**src/rtl/lift_floor_controller.sv**
```systemverilog
// Three-floor lift motion/door FSM with latched call requests and a shared down-counter timer.
// Optional emergency stop enabled by defining LIFT_ESTOP_EN (adds estop input and halted output).
module lift_floor_controller #(
  parameter int TRAVEL_CYCLES = 50,
  parameter int DOOR_CYCLES   = 100,
  parameter int TIMER_W       = 8
) (
  input  logic       clk,
  input  logic       rst,
  input  logic [2:0] req,
`ifdef LIFT_ESTOP_EN
  input  logic       estop,
  output logic       halted,
`endif
  output logic [2:0] floor_state,
  output logic [1:0] direction,
  output logic       door_open,
  output logic [2:0] pending
);

  localparam logic [1:0] IDLE      = 2'd0;
  localparam logic [1:0] MOVE_UP   = 2'd1;
  localparam logic [1:0] MOVE_DOWN = 2'd2;
  localparam logic [1:0] DOOR_OPEN = 2'd3;

  localparam logic [TIMER_W-1:0] TRAVEL_LOAD = TIMER_W'(TRAVEL_CYCLES - 1);
  localparam logic [TIMER_W-1:0] DOOR_LOAD   = TIMER_W'(DOOR_CYCLES - 1);

  logic [1:0]         state, state_nxt, state_d;
  logic [TIMER_W-1:0] timer, timer_nxt, timer_d;
  logic [2:0]         floor_nxt, floor_d, clr;
  logic               last_dir, last_dir_nxt, last_dir_d;
  logic               load, freeze;

  function automatic logic above(input logic [2:0] f, input logic [2:0] p);
    return (f[0] & (p[1] | p[2])) | (f[1] & p[2]);
  endfunction

  function automatic logic below(input logic [2:0] f, input logic [2:0] p);
    return (f[2] & (p[1] | p[0])) | (f[1] & p[0]);
  endfunction

  // Idle scheduling rule: serve current floor first, then prefer the last travel direction.
  function automatic logic [1:0] pick(input logic [2:0] f, input logic [2:0] p, input logic ld);
    logic a, b;
    a = above(f, p);
    b = below(f, p);
    if (|(f & p))    return DOOR_OPEN;
    else if (a && b) return ld ? MOVE_UP : MOVE_DOWN;
    else if (a)      return MOVE_UP;
    else if (b)      return MOVE_DOWN;
    return IDLE;
  endfunction

`ifdef LIFT_ESTOP_EN
  assign freeze = estop;
`else
  assign freeze = 1'b0;
`endif

  always_comb begin
    state_nxt = state;
    floor_nxt = floor_state;
    load      = 1'b0;
    case (state)
      IDLE: begin
        state_nxt = pick(floor_state, pending, last_dir);
        load      = 1'b1;
      end
      MOVE_UP: begin
        if (timer == '0) begin
          floor_nxt = floor_state[2] ? floor_state : {floor_state[1:0], 1'b0};
          load      = 1'b1;
          if (|(pending & floor_nxt))     state_nxt = DOOR_OPEN;
          else if (above(floor_nxt, pending)) state_nxt = MOVE_UP;
          else                            state_nxt = IDLE;
        end
      end
      MOVE_DOWN: begin
        if (timer == '0) begin
          floor_nxt = floor_state[0] ? floor_state : {1'b0, floor_state[2:1]};
          load      = 1'b1;
          if (|(pending & floor_nxt))     state_nxt = DOOR_OPEN;
          else if (below(floor_nxt, pending)) state_nxt = MOVE_DOWN;
          else                            state_nxt = IDLE;
        end
      end
      default: begin
        // A call for the open floor keeps the door open instead of being latched.
        if (|(req & floor_state)) begin
          state_nxt = DOOR_OPEN;
          load      = 1'b1;
        end else if (timer == '0) begin
          state_nxt = pick(floor_state, pending, last_dir);
          load      = 1'b1;
        end
      end
    endcase

    if (!load)                       timer_nxt = timer - TIMER_W'(1);
    else if (state_nxt == DOOR_OPEN) timer_nxt = DOOR_LOAD;
    else if (state_nxt == IDLE)      timer_nxt = '0;
    else                             timer_nxt = TRAVEL_LOAD;

    if (state_nxt == MOVE_UP)        last_dir_nxt = 1'b1;
    else if (state_nxt == MOVE_DOWN) last_dir_nxt = 1'b0;
    else                             last_dir_nxt = last_dir;

    state_d    = freeze ? state       : state_nxt;
    floor_d    = freeze ? floor_state : floor_nxt;
    timer_d    = freeze ? timer       : timer_nxt;
    last_dir_d = freeze ? last_dir    : last_dir_nxt;
    clr        = (state_d == DOOR_OPEN) ? floor_d : 3'b000;
  end

  always_ff @(posedge clk or posedge rst) begin
    if (rst) begin
      state       <= IDLE;
      floor_state <= 3'b001;
      timer       <= '0;
      last_dir    <= 1'b1;
      pending     <= 3'b000;
    end else begin
      state       <= state_d;
      floor_state <= floor_d;
      timer       <= timer_d;
      last_dir    <= last_dir_d;
      pending     <= (pending | req) & ~clr;
    end
  end

`ifdef LIFT_ESTOP_EN
  always_ff @(posedge clk or posedge rst) begin
    if (rst) halted <= 1'b0;
    else     halted <= estop;
  end
`endif

  assign direction = (state == MOVE_UP)   ? 2'b01 :
                     (state == MOVE_DOWN) ? 2'b10 : 2'b00;
  assign door_open = (state == DOOR_OPEN);

endmodule

```
**config.mk**
```make
export PLATFORM = sky130hd
export DESIGN_NAME = lift_floor_controller
export DESIGN_NICKNAME = d
export VERILOG_FILES = /design/src/rtl/lift_floor_controller.sv
export SDC_FILE = /design/constraint.sdc
export NUM_CORES = 1
export LEC_CHECK = 0
export CORE_ASPECT_RATIO = 1.4
export CORE_MARGIN = 3
export CORE_UTILIZATION = 56
export CTS_CLUSTER_DIAMETER = 40
export DETAILED_ROUTE_END_ITERATION = 6
export PLACE_DENSITY = 0.87
export SLEW_MARGIN = 15
export SYNTH_ARGS = -nofsm -noshare
export SYNTH_HDL_FRONTEND = slang
export SYNTH_SLANG_ARGS = --single-unit
```
**constraint.sdc**
```tcl
create_clock -name clk -period 2.4 [get_ports clk]
set_input_delay 0.24 -clock clk [delete_from_list [all_inputs] [get_ports clk]]
set_output_delay 0.24 -clock clk [all_outputs]
set_load 0.005 [all_outputs]
```
==> results of run 1 <==
[power by group through the flow]
stage	registers (mW)	clock network, mW	logic, mW
3_5_place_dp	0.292	0	0.0128
4_1_cts	0.286	0.161	0.0128
2_1_floorplan	0.292	0	0.00435
3_3_place_gp	0.292	0	0.0125
6_report	0.286	0.156	0.0126
5_1_grt	0.287	0.176	0.0140
[sequential cells by signal, indices dropped and copies added, names as in the netlist]
name         cells
state            2
last_dir         1
timer            8
pending          3
floor_state      3
[metrics by stage]
step / setup TNS (ps) / cell area, um^2
floorplan: 0 / 1309
global placement: 0 / 1530
detailed placement: -49.78 / 1530
CTS: 0 / 1560
global route: -5.719 / 1632
finish: 0 / 1632
[path summary, 6_finish.rpt]
path	from	endpoint	slack, ps	depth (start not counted)
worst max-delay path	floor_state[1]	last_dir	60	9
worst min-delay path	rst	timer[0]	300	2
worst max register to register	floor_state[1]	last_dir	60	9
worst min register to register	timer[7]	timer[7]	600	2
max in group asynchronous	rst	timer[3]	1660	2
min in group clk	req[1]	pending[1]	550	3
[routing by layer]
metal  wire length, um  vias up
li1                  -      591
met1              1225      565
met2              1875       29
met3                94        7
met4                65        0
met5                 0        -
[synthesized netlist by cell type, types with 2 or more instances]
cell type  number  area share (%)
a32o_1          2             1.5
a21o_1          2             1.1
mux2i_1         2             1.5
nand3_1         4             1.5
dfrtp_1        15              29
o21a_1          2             1.1
nor3_1          3             1.1
nor2_1         11             3.2
dfstp_2         2             4.0
o21ai_1         5             1.9
buf_4           3             1.7
buf_2           3             1.1
xor2_1          3             2.0
a221oi_1        2             1.3
nand2_1        18             5.2
a21oi_1         4             1.5
o21ai_0        13             5.0
ha_1            8             7.6
xnor2_1         3             2.0
nor2b_1         3             1.4
a22oi_1         4             2.3
inv_1          11             3.2
and3_1          3             1.4
[kinds of logic (layout without fill, tap and decap cells)]
family,after synthesis,after routing,synth area share [%]
AO/OA/AOI/OAI,47,47,26.87
flip-flops,17,17,32.70
buffers and inverters,18,47,6.883
multiplexers,3,3,2.390
adder cells (fa/ha/maj),8,8,7.648
XOR/XNOR,6,6,4.016
AND/OR/NAND/NOR,50,50,19.50
[area by class of cell]
cell class / instances / area, um^2
clock buffer: 3 / 22.52
clock inverter: 1 / 7.507
fill: 167 / 570.5
inverter: 11 / 41.29
multi-input combinational: 114 / 825.8
sequential: 17 / 430.4
tap: 22 / 27.53
timing repair buffer: 32 / 276.5
[worst max-delay path: cells and delay by family (launching register included)]
family	cells	cell delay, ps
compound gates	4	810
fa+ha+maj	1	270
buf+inv	2	230
flops	1	460
mux	1	280
simple gates	1	220
[timing repair]
action / CTS / global route
hold buffers: 0 / 0
endpoints found under the setup margin: 0 / 4
setup buffers: 0 / 4
hold endpoints to repair: 0 / 0
gates resized for setup: 0 / 12
==> results_dict.tcl, run 1 <==
set metrics [dict create \
    status "completed" \
    antennaDiodeCount 0 \
    grt_use_met3_pct 4.571 \
    relSlewSlack_pct 59.42 \
    hpwl_mm 2.535 \
    pwr-share-seq_pct 62.9 \
    routed_wirelength_mm 3.260 \
    seq_area_frac_synth_pct 32.70 \
    grt_max_degree 18 \
    p_int_mw 0.3559 \
    pin_count 14 \
    syn_area_mm2 0.001309 \
    report.final.hold_viol_count 0 \
    max_stage_delay_ps 460 \
    fin_ws_ps 58.73 \
    pwr-share-clk_pct 34.3 \
    vdd_drop_max_mv 0.3567 \
    crit_type "reg -> reg" \
    pwr-share-comb_pct 2.8 \
    synth-main-ff-cell "dfrtp_1" \
    busiest_layer "met2" \
    cp.arrival_ps 2580 \
    place_ws_ps -49.78 \
    layoutNonFillerInstCount 200 \
    cts-root-buf "clkbuf_4" \
    final-setup-viol-count 0 \
    antenna_found_initial 0 \
    layout.nets 192 \
    fmax_mhz 427.1 \
    cts_buffers 3 \
    avgSynthCellArea_um2 8.784 \
    grt_pass1_vias 1129 \
    ant_nets 0 \
    wl_per_cell_um 16.30 \
    area_growth_pct 24.67 \
    drive_gt1_share_pct 24.16 \
    portBuffers 13 \
    synth.distinct_cells 46 \
    track_usage_pct 23.20 \
    grt_use_met1_pct 25.05 \
    core_area_mm2 0.002202 \
    synth_edf_count 0 \
    drtIter0Drc 46 \
    dp_cells 192 \
    die_area_mm2 0.002961 \
    drc 0 \
    p_total_mw 0.4553 \
    required_ps 2640 \
    die_y_um 63.20 \
    cts.sinks 17 \
    worst_setup_path_end_kind "register" \
    clk_path_buf_depth 2 \
    final_max_slew_viol_count 0 \
    synth_seq_cells 17 \
    tightest_slew_ps 608.1 \
    clock_latency_ps 300 \
    final.period_utilization_pct 97.55 \
    async_flop_share_pct 100.0 \
    period_minus_slack_ps 2341 \
    htreeDepth 1 \
    crit_chain "buf_6 -> and3b_2 -> a21oi_2 -> a41oi_2 -> o21a_1 -> o311ai_4 -> inv_2 -> ha_4 -> mux2_4" \
    clk_pin_slew_ps 100 \
    clock_skew_ps 5.324 \
    fin_util_pct 74.09 \
    grt_pass1_wl_mm 5.071 \
    vias 1192 \
    cap_viol_max_count 0 \
    grtUsageMet2_pct 42.52 \
    start_util_pct 59.43 \
    place.gp.congestion 0.8678 \
    synth.net_count 162 \
    die_x_um 46.86 \
    hold_class "in -> async" \
    cp-start-kind "register" \
    vias_per_cell 5.960 \
    synthCells 149 \
    power_leakage_nw 0.7279 \
    cp_slowest_cell "dfrtp_1" \
    grt.overflow.total 0 \
    p_sw_share_pct 21.82 \
    drtPass1Iterations 4 \
    p_switching_mw 0.09935 \
    crit_fanout 6 \
    layout_common_cells "nand2_1, buf_4, dfrtp_1, clkdlybuf4s50_1, o21ai_0" \
    cts_tree "done" \
    ys.warnings.count 0 \
    holdWs_ps 302.3 \
    rows 20 \
    cellPowerDensity_mw_per_mm2 279.0 \
]
(Power assumes the default switching activity.)
==> run 2, diff against run 1 <==
Settings changed: CORE_UTILIZATION 56 to 32, PLACE_DENSITY 0.87 to 0.58.
==> results_dict.tcl, run 2 (synthesis gave the netlist of run 1 again) <==
set metrics [dict create \
    crit_fanout 10 \
    status "completed" \
    relSlewSlack_pct 56.30 \
    portBuffers 13 \
    hpwl_mm 2.500 \
    pin_count 14 \
    crit_type "reg -> reg" \
    cp_common_cell "o21ai_0" \
    drtPass1Iterations 4 \
    cp_slowest_cell "dfstp_2" \
    power_leakage_nw 0.7346 \
    max_stage_delay_ps 620 \
    htreeDepth 1 \
    routed_wirelength_mm 3.243 \
    grt_max_degree 18 \
    final-setup-viol-count 0 \
    largest_reg_flops 8 \
    vias 1221 \
    cp.arrival_ps 2460 \
    hold_class "in -> async" \
    tightest_slew_ps 654.8 \
    wl_per_cell_um 14.81 \
    cts-root-buf "clkbuf_8" \
    rows 26 \
    fmax_mhz 437.3 \
    report.final.hold_viol_count 0 \
    die_area_mm2 0.004904 \
    worst_setup_path_end_kind "register" \
    largest_register "timer" \
    die_x_um 60.05 \
    final.period_utilization_pct 95.27 \
    reg.largest.list "timer x8, floor_state x3, pending x3" \
    place.gp.congestion 0.8588 \
    cap_viol_max_count 0 \
    layout.nets 191 \
    die_y_um 81.67 \
    track_usage_pct 14.36 \
    fin_tns_setup_ps 0 \
    cp-start-kind "register" \
    grt_pass1_wl_mm 5.533 \
    clock_skew_ps 1.767 \
    clk_path_buf_depth 2 \
    start_util_pct 34.39 \
    cts_buffers 3 \
    crit_chain "buf_12 -> o21ai_0 -> a221oi_1 -> o21ai_0 -> nand4_1 -> and3_1 -> ha_4 -> mux2_2" \
    core_area_mm2 0.003806 \
    layout_commonest_cell "nand2_1" \
    antenna_found_initial 0 \
    drc 0 \
    grt_pass1_vias 1253 \
    cts_hold_buf 0 \
    required_ps 2570 \
    p_total_mw 0.5061 \
    vias_per_cell 5.575 \
    cts_tree "done" \
    ff2ff_path_depth 8 \
    ant_nets 0 \
    area_growth_pct 27.44 \
    rsz0062_at_grt "false" \
    clock_latency_ps 240 \
    rr_endpoint "last_dir" \
    cts.sinks 17 \
    fillers 371 \
    vdd_drop_max_mv 0.4250 \
    final_max_slew_viol_count 0 \
    rr_startpoint "floor_state[0]" \
    drive_gt1_share_pct 23.73 \
    drtIter0Drc 81 \
    grt.overflow.total 0 \
    clk_pin_slew_ps 60 \
    layout_common_cells "nand2_1, buf_4, clkdlybuf4s50_1" \
    antennaDiodeCount 0 \
    rrSetupSlack_ps 110 \
    period_minus_slack_ps 2287 \
    cellPowerDensity_mw_per_mm2 303.4 \
]
[run 2: stage by stage]
step	worst slack (ps)	hold slack (ps)	utilization, %	cells	instance area [um^2]
after global placement	67.32	535.3	40.99	211	1560
after CTS	16.41	413.3	42.18	215	1605
final	113.4	389.9	43.82	219	1668
after global routing	33.23	448.6	43.82	219	1668
after floorplan	171.5	164.6	-	149	1309
after detailed placement	16.63	531.8	40.99	211	1560
[run 2: layout make-up]
cell class / count / area [um^2] / area share, %
clock buffer: 4 / 45.04 / 2.701
inverter: 11 / 41.29 / 2.476
multi-input combinational: 114 / 818.3 / 49.06
sequential: 17 / 432.9 / 25.96
tap: 42 / 52.55 / 3.151
timing repair buffer: 31 / 277.8 / 16.65
[run 2: worst max-delay path by stage]
stage | from | to | slack [ps] | cells after the start
6_report | floor_state[0] | last_dir | 110 | 8
5_1_grt | floor_state[0] | last_dir | 30 | 8
4_1_cts | floor_state[2] | last_dir | 20 | 7
3_5_place_dp | req[1] | last_dir | 20 | 8
3_3_place_gp | req[1] | last_dir | 70 | 8
2_1_floorplan | state[1] | last_dir | 170 | 7
[run 2: what timing repair did]
item | CTS | global route
resized for setup | 0 | 12
setup endpoints to repair | 1 | 4
pin swaps | 1 | 5
setup buffers | 0 | 4
[run 2: worst max-delay path: cells and delay by family (launching register included)]
kind,cells,cell delay [ps]
adder cells (fa/ha/maj),1,230
flip-flops,1,620
AND/OR/NAND/NOR,2,400
buffers and inverters,1,140
AO/OA/AOI/OAI,3,560
multiplexers,1,260
[run 2: where the power goes]
part	total (mW)	internal, mW	leakage, nW	switching, mW
clock network	0.207	0.117	0.0228	0.0892
logic	0.0128	0.00586	0.503	0.00693
registers	0.287	0.287	0.209	0.000000000000000194
total	0.506	0.410	0.735	0.0961
[run 2: per-layer routing]
layer	track usage, %	part of all wire [%]	up-vias
met5	0	0	-
met2	24.78	52	31
met1	17.05	42	595
met4	7.539	3.0	0
li1	-	-	587
met3	1.572	2.8	8
==> run 3, diff against run 2 <==
Settings changed: CORE_UTILIZATION 32 to 25, GPL_ROUTABILITY_DRIVEN from default to 0, PLACE_DENSITY 0.58 to 0.5.
==> results_dict.tcl, run 3 (synthesis gave the netlist of run 1 again) <==
set metrics [dict create \
    vias_per_cell 4.996 \
    core_area_mm2 0.004955 \
    die_x_um 67.15 \
    p_total_mw 0.5073 \
    layout_common_cells "nand2_1, buf_4, clkdlybuf4s50_1, dfrtp_1" \
    grt.overflow.total 0 \
    tightest_slew_ps 658.7 \
    cts-root-buf "clkbuf_8" \
    clk_pin_slew_ps 60 \
    worst_setup_path_end_kind "register" \
    htreeDepth 1 \
    area_growth_pct 25.72 \
    crit_type "reg -> reg" \
    antennaDiodeCount 0 \
    rsz0062_at_grt "true" \
    vdd_drop_max_mv 0.2886 \
    pin_count 14 \
    wl_per_cell_um 13.94 \
    holdWs_ps 383.8 \
    rows 30 \
    clock_skew_ps 0.9374 \
    multiInputGateArea_um2 797.0 \
    clk_path_buf_depth 2 \
    largest_register "timer" \
    seqCellArea_um2 430.4 \
    hold_class "in -> async" \
    dpl_cell_area_mm2 0.001590 \
    fin_util_pct 33.21 \
    cp-start-kind "register" \
    power_leakage_nw 0.7279 \
    place_ws_ps -83.80 \
    report.final.hold_viol_count 0 \
    relSlewSlack_pct 56.04 \
    routed_wirelength_mm 3.331 \
    cts_hold_buf 0 \
    die_area_mm2 0.006152 \
    layout_commonest_cell "nand2_1" \
    drtIter0Drc 69 \
    hpwl_mm 2.699 \
    crit_fanout 4 \
    status "completed" \
    largest_reg_flops 8 \
    final_max_slew_viol_count 0 \
    die_y_um 91.61 \
    drtPass1Iterations 5 \
    cts.sinks 17 \
    fmax_mhz 435.6 \
    final.period_utilization_pct 95.66 \
    drive_gt1_share_pct 20.00 \
    grt_pass1_wl_mm 5.706 \
    vias 1194 \
    track_usage_pct 11.91 \
    period_minus_slack_ps 2296 \
    cap_viol_max_count 0 \
    cts_tree "done" \
    reg.largest.list "timer x8, floor_state x3, pending x3" \
    cts_buffers 3 \
    ff2ff_path_depth 7 \
    cp.arrival_ps 2470 \
    drc 0 \
    required_ps 2580 \
    antenna_found_initial 0 \
    ant_nets 0 \
    fillers 530 \
    clock_latency_ps 240 \
    cellPowerDensity_mw_per_mm2 308.4 \
    grt_max_degree 18 \
    grt_pass1_vias 1254 \
    final_cell_area_mm2 0.001645 \
    start_util_pct 26.41 \
    fin_ws_ps 104.1 \
    portBuffers 13 \
    final-setup-viol-count 0 \
    layout.nets 189 \
]
## run 3: where the power goes
| group | total, mW | leakage, nW | switching (mW) | internal (mW) |
|---|---|---|---|---|
| clock network | 0.208 | 0.0255 | 0.0930 | 0.115 |
| logic | 0.0128 | 0.491 | 0.00695 | 0.00585 |
| registers | 0.287 | 0.211 | 0.000000000000000154 | 0.287 |
| total | 0.507 | 0.728 | 0.100 | 0.407 |
## run 3: what timing repair did
| item | CTS | global route |
|---|---|---|
| endpoints found under the setup margin | 0 | 4 |
| gates resized for setup | 0 | 5 |
| setup buffers | 0 | 0 |
## run 3: path summary, 6_finish.rpt
path | end | slack, ps | from
setup reg to reg | last_dir | 100 | timer[3]
max in group asynchronous | floor_state[1] | 1560 | rst
setup / recovery | last_dir | 100 | timer[3]
hold reg to reg | timer[7] | 550 | timer[7]
min in group clk | timer[7] | 550 | timer[7]
hold / removal | pending[1] | 380 | rst
## run 3: area by class of cell
type,instances,share of cell area (%)
Multi-Input combinational cell,114,48.44
Clock buffer,3,2.510
Clock inverter,1,0.3042
Sequential cell,17,26.16
Tap cell,64,4.867
Timing Repair Buffer,29,15.21
Inverter,11,2.510
## run 3: worst max-delay path: stages (launching register included)
cell     delay, ps
dfrtp_1        440
nor4_4         320
nand3_1        200
o21ai_1        240
nand4_1        160
and3_1         230
ha_1           300
mux2_2         330
## run 3: stage by stage
stage / std cells / setup TNS (ps)
after floorplan: 149 / 0
after global placement: 235 / -31.57
after detailed placement: 235 / -85.95
after CTS: 239 / 0
after global routing: 239 / -24.69
final: 239 / 0
## run 3: metal layers
| layer | track usage (%) | wire (um) |
|---|---|---|
| met1 | 14.58 | 1447 |
| met2 | 20.10 | 1671 |
| met3 | 1.348 | 109 |
| met4 | 5.753 | 102 |
| met5 | 0 | 0 |
